--- config.mk ---
export PLATFORM = sky130hd
export DESIGN_NAME = maxnet_controller_flat
export DESIGN_NICKNAME = d
export VERILOG_FILES = /design/src/rtl/maxnet_controller_if.sv /design/src/rtl/maxnet_controller.sv /design/src/flat_wrapper.sv
export SDC_FILE = /design/constraint.sdc
export NUM_CORES = 1
export LEC_CHECK = 0
export ABC_AREA = 1
export BUFFER_PORTS_ARGS = -buffer_cell sky130_fd_sc_hd__clkbuf_2
export CAP_MARGIN = 10
export CORE_MARGIN = 3
export CORE_UTILIZATION = 57
export CTS_BUF_LIST = sky130_fd_sc_hd__clkbuf_2 sky130_fd_sc_hd__clkbuf_4 sky130_fd_sc_hd__clkbuf_8
export DETAILED_ROUTE_END_ITERATION = 12
export PLACE_DENSITY_LB_ADDON = 0.25
export SLEW_MARGIN = 20
export SYNTH_ARGS = -nofsm -noshare
export SYNTH_HDL_FRONTEND = slang
export SYNTH_SLANG_ARGS = --single-unit
--- constraint.sdc ---
create_clock -name clk -period 5.6 [get_ports clk]
set_input_delay 1.12 -clock clk [delete_from_list [all_inputs] [get_ports clk]]
set_output_delay 1.12 -clock clk [all_outputs]
set_load 0.1 [all_outputs]
--- src/rtl/maxnet_controller_if.sv ---
// maxnet_controller_if
//   Groups the controller's handshake and result signals.
//   slave  : controller side (samples start/o, drives everything else)
//   master : requester/neuron side (drives start/o, observes results)
//   start        - request one network evaluation
//   o[3:0]       - per-neuron nonzero flags (from the neurons' registered f)
//   mux          - neuron input select: 0 external, 1 feedback
//   ready/busy   - accept / in-progress status
//   done         - one-cycle completion pulse
//   winner_valid, winner, none_left, timeout - evaluation outcome
//   iter_count   - feedback iterations evaluated in the last/current run
interface maxnet_controller_if;
  logic       start;
  logic [3:0] o;
  logic       mux;
  logic       ready;
  logic       busy;
  logic       done;
  logic       winner_valid;
  logic [1:0] winner;
  logic       none_left;
  logic       timeout;
  logic [7:0] iter_count;

  modport master (
    output start, o,
    input  mux, ready, busy, done, winner_valid, winner, none_left, timeout, iter_count
  );

  modport slave (
    input  start, o,
    output mux, ready, busy, done, winner_valid, winner, none_left, timeout, iter_count
  );
endinterface

--- src/rtl/maxnet_controller.sv ---
// maxnet_controller
//   Sequences a four-neuron MAXNET: loads external inputs, then iterates the
//   feedback path until exactly one neuron survives, all die, or MAX_ITER
//   iterations have been evaluated.
//   clk  - clock, all state changes on the rising edge
//   rst  - synchronous active-high reset (wins over start)
//   bus  - maxnet_controller_if.slave (start/o in, status and results out)
//   MAX_ITER (1..255) - iteration limit before forced termination
module maxnet_controller #(
  parameter int MAX_ITER = 16
) (
  input logic                 clk,
  input logic                 rst,
  maxnet_controller_if.slave  bus
);

  localparam logic [1:0] IDLE = 2'd0;
  localparam logic [1:0] LOAD = 2'd1;
  localparam logic [1:0] ITER = 2'd2;
  localparam logic [1:0] DONE = 2'd3;

  localparam logic [7:0] MAX_ITER_C = 8'(MAX_ITER);

  logic [1:0] state_q, state_d;
  logic [7:0] iter_q, iter_d;
  logic       winner_valid_q, winner_valid_d;
  logic [1:0] winner_q, winner_d;
  logic       none_left_q, none_left_d;
  logic       timeout_q, timeout_d;

  // Survivor count and index of the highest set flag; the index is only
  // consumed when exactly one flag is set, so priority order is irrelevant.
  logic [2:0] ones;
  logic [1:0] idx;

  always_comb begin
    ones = '0;
    idx  = '0;
    for (int i = 0; i < 4; i++) begin
      ones = ones + {2'b00, bus.o[i]};
      if (bus.o[i]) idx = 2'(i);
    end
  end

  always_comb begin
    state_d        = state_q;
    iter_d         = iter_q;
    winner_valid_d = winner_valid_q;
    winner_d       = winner_q;
    none_left_d    = none_left_q;
    timeout_d      = timeout_q;
    case (state_q)
      IDLE: begin
        if (bus.start) begin
          state_d        = LOAD;
          iter_d         = '0;
          winner_valid_d = 1'b0;
          winner_d       = '0;
          none_left_d    = 1'b0;
          timeout_d      = 1'b0;
        end
      end
      LOAD: state_d = ITER;
      ITER: begin
        iter_d = iter_q + 8'd1;
        // Convergence is tested before the limit so a last-iteration winner
        // is reported as a winner, not a timeout.
        if (ones == 3'd1) begin
          state_d        = DONE;
          winner_valid_d = 1'b1;
          winner_d       = idx;
        end else if (ones == 3'd0) begin
          state_d     = DONE;
          none_left_d = 1'b1;
        end else if (iter_d == MAX_ITER_C) begin
          state_d   = DONE;
          timeout_d = 1'b1;
        end
      end
      DONE:    state_d = IDLE;
      default: state_d = IDLE;
    endcase
  end

  always_ff @(posedge clk) begin
    if (rst) begin
      state_q        <= IDLE;
      iter_q         <= '0;
      winner_valid_q <= 1'b0;
      winner_q       <= '0;
      none_left_q    <= 1'b0;
      timeout_q      <= 1'b0;
    end else begin
      state_q        <= state_d;
      iter_q         <= iter_d;
      winner_valid_q <= winner_valid_d;
      winner_q       <= winner_d;
      none_left_q    <= none_left_d;
      timeout_q      <= timeout_d;
    end
  end

  // Status outputs decode registered state only.
  assign bus.ready        = (state_q == IDLE);
  assign bus.busy         = (state_q != IDLE);
  assign bus.mux          = (state_q == ITER) || (state_q == DONE);
  assign bus.done         = (state_q == DONE);
  assign bus.winner_valid = winner_valid_q;
  assign bus.winner       = winner_q;
  assign bus.none_left    = none_left_q;
  assign bus.timeout      = timeout_q;
  assign bus.iter_count   = iter_q;

endmodule

--- src/flat_wrapper.sv ---
// flat-port wrapper written by rule: the top's interface ports become plain ports
module maxnet_controller_flat 
#(
  parameter int MAX_ITER = 16
)
  (clk, rst, bus_start, bus_o, bus_mux, bus_ready, bus_busy, bus_done, bus_winner_valid, bus_winner, bus_none_left, bus_timeout, bus_iter_count);
  maxnet_controller_if bus_i ();
  input logic clk;
  input logic rst;
  input wire logic [$bits(bus_i.start)-1:0] bus_start;
  input wire logic [$bits(bus_i.o)-1:0] bus_o;
  output wire logic [$bits(bus_i.mux)-1:0] bus_mux;
  output wire logic [$bits(bus_i.ready)-1:0] bus_ready;
  output wire logic [$bits(bus_i.busy)-1:0] bus_busy;
  output wire logic [$bits(bus_i.done)-1:0] bus_done;
  output wire logic [$bits(bus_i.winner_valid)-1:0] bus_winner_valid;
  output wire logic [$bits(bus_i.winner)-1:0] bus_winner;
  output wire logic [$bits(bus_i.none_left)-1:0] bus_none_left;
  output wire logic [$bits(bus_i.timeout)-1:0] bus_timeout;
  output wire logic [$bits(bus_i.iter_count)-1:0] bus_iter_count;
  assign bus_i.start = bus_start;
  assign bus_i.o = bus_o;
  assign bus_mux = bus_i.mux;
  assign bus_ready = bus_i.ready;
  assign bus_busy = bus_i.busy;
  assign bus_done = bus_i.done;
  assign bus_winner_valid = bus_i.winner_valid;
  assign bus_winner = bus_i.winner;
  assign bus_none_left = bus_i.none_left;
  assign bus_timeout = bus_i.timeout;
  assign bus_iter_count = bus_i.iter_count;
  maxnet_controller #(.MAX_ITER(MAX_ITER)) u_core (.clk(clk), .rst(rst), .bus(bus_i));
endmodule
==> metrics.yaml <==
arrival_ps: 2950
dieArea_um2: 2088
cp-start-kind: "input port"
status: "finished clean"
syn-cell-area_um2: 898.4
powerDensity_nw_per_um2: 488.1
max_stage_delay_ps: 370
core_area_um2: 1383
setup_tns_ps: 0
setup_ws_ps: 2851
grt_pass1_wl_um: 3008
seq_area_frac_synth_pct: 33.43
crit_type: "in2reg"
finalInstanceArea_um2: 1059
clockRootBuffer: "clkbuf_4"
final_cells: 165
rows: 13
cts_max_level: 1
wirelength_um: 1748
crit_chain: "clkbuf_2 > ha_1 > fa_1 > ha_1 > nor3b_1 > o21ai_2 > nor2_1 > o21ai_1 > a21oi_1"
dpl-instance-area_um2: 1028
antenna_found_initial: 0
avgSynthCellArea_um2: 7.245
slew_headroom_pct: 63.85
mappedNetlistNets: 138
area_delta_synth_final_pct: 17.83
dp_cells: 161
cap_violations: 0
max_freq_ghz: 0.3638
rsz0062_at_grt: "no"
crit_family: "adder cells"
r2r_slack_ps: 3900
finalMaxSlewViolations: 0
crit_path_frequent_cell: "ha_1"
synth_cell_types: 25
cts.reportedPaths.clkPinSlew_ps: 80
cts.sinks: 15
cts_hold_buffers: 0
cts_buffers: 3
dpl.hpwl_um: 1432
grt_start_max_net_pins: 13
setup_viol_count_final: 0
fin_skew_ps: 5.289
cpMaxStageDelayCell: "fa_1"
grt_pass1_vias: 719
diodes: 0
cts_buffer_depth: 2
die_w_um: 45.70
critPathCaptureType: "register"
vdd_ir_drop_max_uv: 707.3
syn_inst: 124
power.leakage_uw: 0.0004618
vias_per_cell: 5.103
grt_util_all_layers_pct: 19.69
overflow: 0
die_h_um: 45.70
cts_tree: "done"
ios: 24
finalHoldViolations: 0
critPathRequiredTime_ps: 5810
first_iter_violations: 17
antenna_left: 0
ys_ff_latch: 15
initial_core_util_pct: 64.98
post_cts_buffers: 0
cts_resized: 0
drc: 0
vias: 842
layout-drive-gt1-share_pct: 32.00
power_uw: 516.7
nNetsFinal: 165
gp_congestion: 0.7859
post-place-ws_ps: 2578
yosysWarnings: 0
clk_latency_ps: 270
worst-path-buf-inv: 1
numPortBuffers: 23
tightest_slew_ps: 544.6
post_drt_wl_per_cell_um: 10.59
critPathMaxFanout: 3
post-route-min-period_ps: 2749
fin_crit_sh_pct: 49.08
dr.pass1.iters: 4
hp-class: "reg2reg"
worst paths after layout:
check,startpoint,endpoint,cells past startpoint
max,bus_o[0],u_core.bus.winner[0],9
max reg2reg,u_core.state_q[0],u_core.bus.winner[0],11
min,u_core.bus.winner[1],u_core.bus.winner[1],2
min reg2reg,u_core.bus.winner[1],u_core.bus.winner[1],2
routing by layer:
layer / part of all wire [%] / routed length (um) / global-route usage (%) / vias up
li1: - / - / - / 455
met1: 46 / 797 / 25.06 / 368
met2: 49 / 861 / 32.87 / 17
met3: 4.5 / 78 / 3.953 / 2
met4: 0.63 / 11 / 6.818 / 0
met5: 0 / 0 / 0 / -
layout make-up:
cell class / count / area [um2]
clock buffer: 4 / 30.03
fill: 99 / 324.1
inverter: 16 / 60.06
multi-input combinational: 92 / 534.3
sequential: 15 / 300.3
tap: 15 / 18.77
timing repair buffer: 23 / 115.1
through the flow:
stage               util (%)  hold WS (ps)
detailed placement     74.39         461.5
CTS                    76.56         474.1
global route           76.56         486.4
finish                 76.56         476.7
global placement       74.39         455.7
floorplan                  -         464.9
worst register-to-register path: cells and delay by family, from the launching register on:
kind / cells / cell delay, ps
and+or+nand+nor: 2 / 220
buffers and inverters: 4 / 390
adders and majority gates: 1 / 200
DFF: 1 / 340
AOI/OAI and AO/OA: 4 / 440
Yosys cell counts:
cell type / n / area, um2
a21oi_2: 2 / 17.52
clkinv_1: 1 / 3.750
a21oi_1: 13 / 65.06
nor2_1: 10 / 37.54
nor2_4: 1 / 11.26
nand3_2: 2 / 20.02
dfxtp_1: 15 / 300.3
nor3_1: 1 / 5.000
nand2_1: 28 / 105.1
or2_2: 1 / 6.260
inv_2: 2 / 7.510
inv_1: 13 / 48.80
o21bai_2: 1 / 11.26
ha_1: 6 / 75.07
nand4_1: 1 / 6.260
fa_1: 1 / 20.02
nand3_1: 7 / 35.03
o21ai_1: 3 / 15.01
nand2_2: 5 / 31.28
o21ai_0: 2 / 10.01
nor3_2: 1 / 10.01
clkbuf_1: 1 / 3.750
nor3b_1: 1 / 7.510
o21ai_2: 3 / 26.28
nor2_2: 3 / 18.77
flip-flops by register name, summed over array words and instances, names as in the netlist:
| signal | cells |
|---|---|
| u_core.bus.winner_valid | 1 |
| u_core.bus.timeout | 1 |
| u_core.state_q | 2 |
| u_core.bus.none_left | 1 |
| u_core.bus.iter_count | 8 |
| u_core.bus.winner | 2 |
placed cells by master (no fill, tap or decap), types with 2 or more instances in the layout:
| cell type | count |
|---|---|
| ha_1 | 6 |
| nand2_2 | 5 |
| inv_2 | 2 |
| nand3_2 | 2 |
| clkbuf_4 | 4 |
| a21oi_1 | 13 |
| o21ai_2 | 3 |
| o21ai_0 | 2 |
| nand2_1 | 28 |
| nor2_1 | 10 |
| inv_1 | 13 |
| clkbuf_2 | 23 |
| o21ai_1 | 3 |
| a21oi_2 | 2 |
| nand3_1 | 7 |
| nor2_2 | 3 |
| dfxtp_1 | 15 |
power breakdown:
group	total (uW)	leakage (uW)	internal, uW	switching [uW]
registers	132	0.000121	120	11.9
clock network	64.3	0.0000184	32.4	31.9
logic	320	0.000322	59.0	261
cells by family (layout without fill, tap and decap cells):
kind of cell / Yosys count / count (layout) / synth area share (%)
and+or+nand+nor: 61 / 61 / 32.73
AOI/OAI and AO/OA: 24 / 24 / 16.16
buffers and inverters: 17 / 43 / 7.103
DFF: 15 / 15 / 33.43
adders and majority gates: 7 / 7 / 10.58
Power figures use the tool's default switching activity.
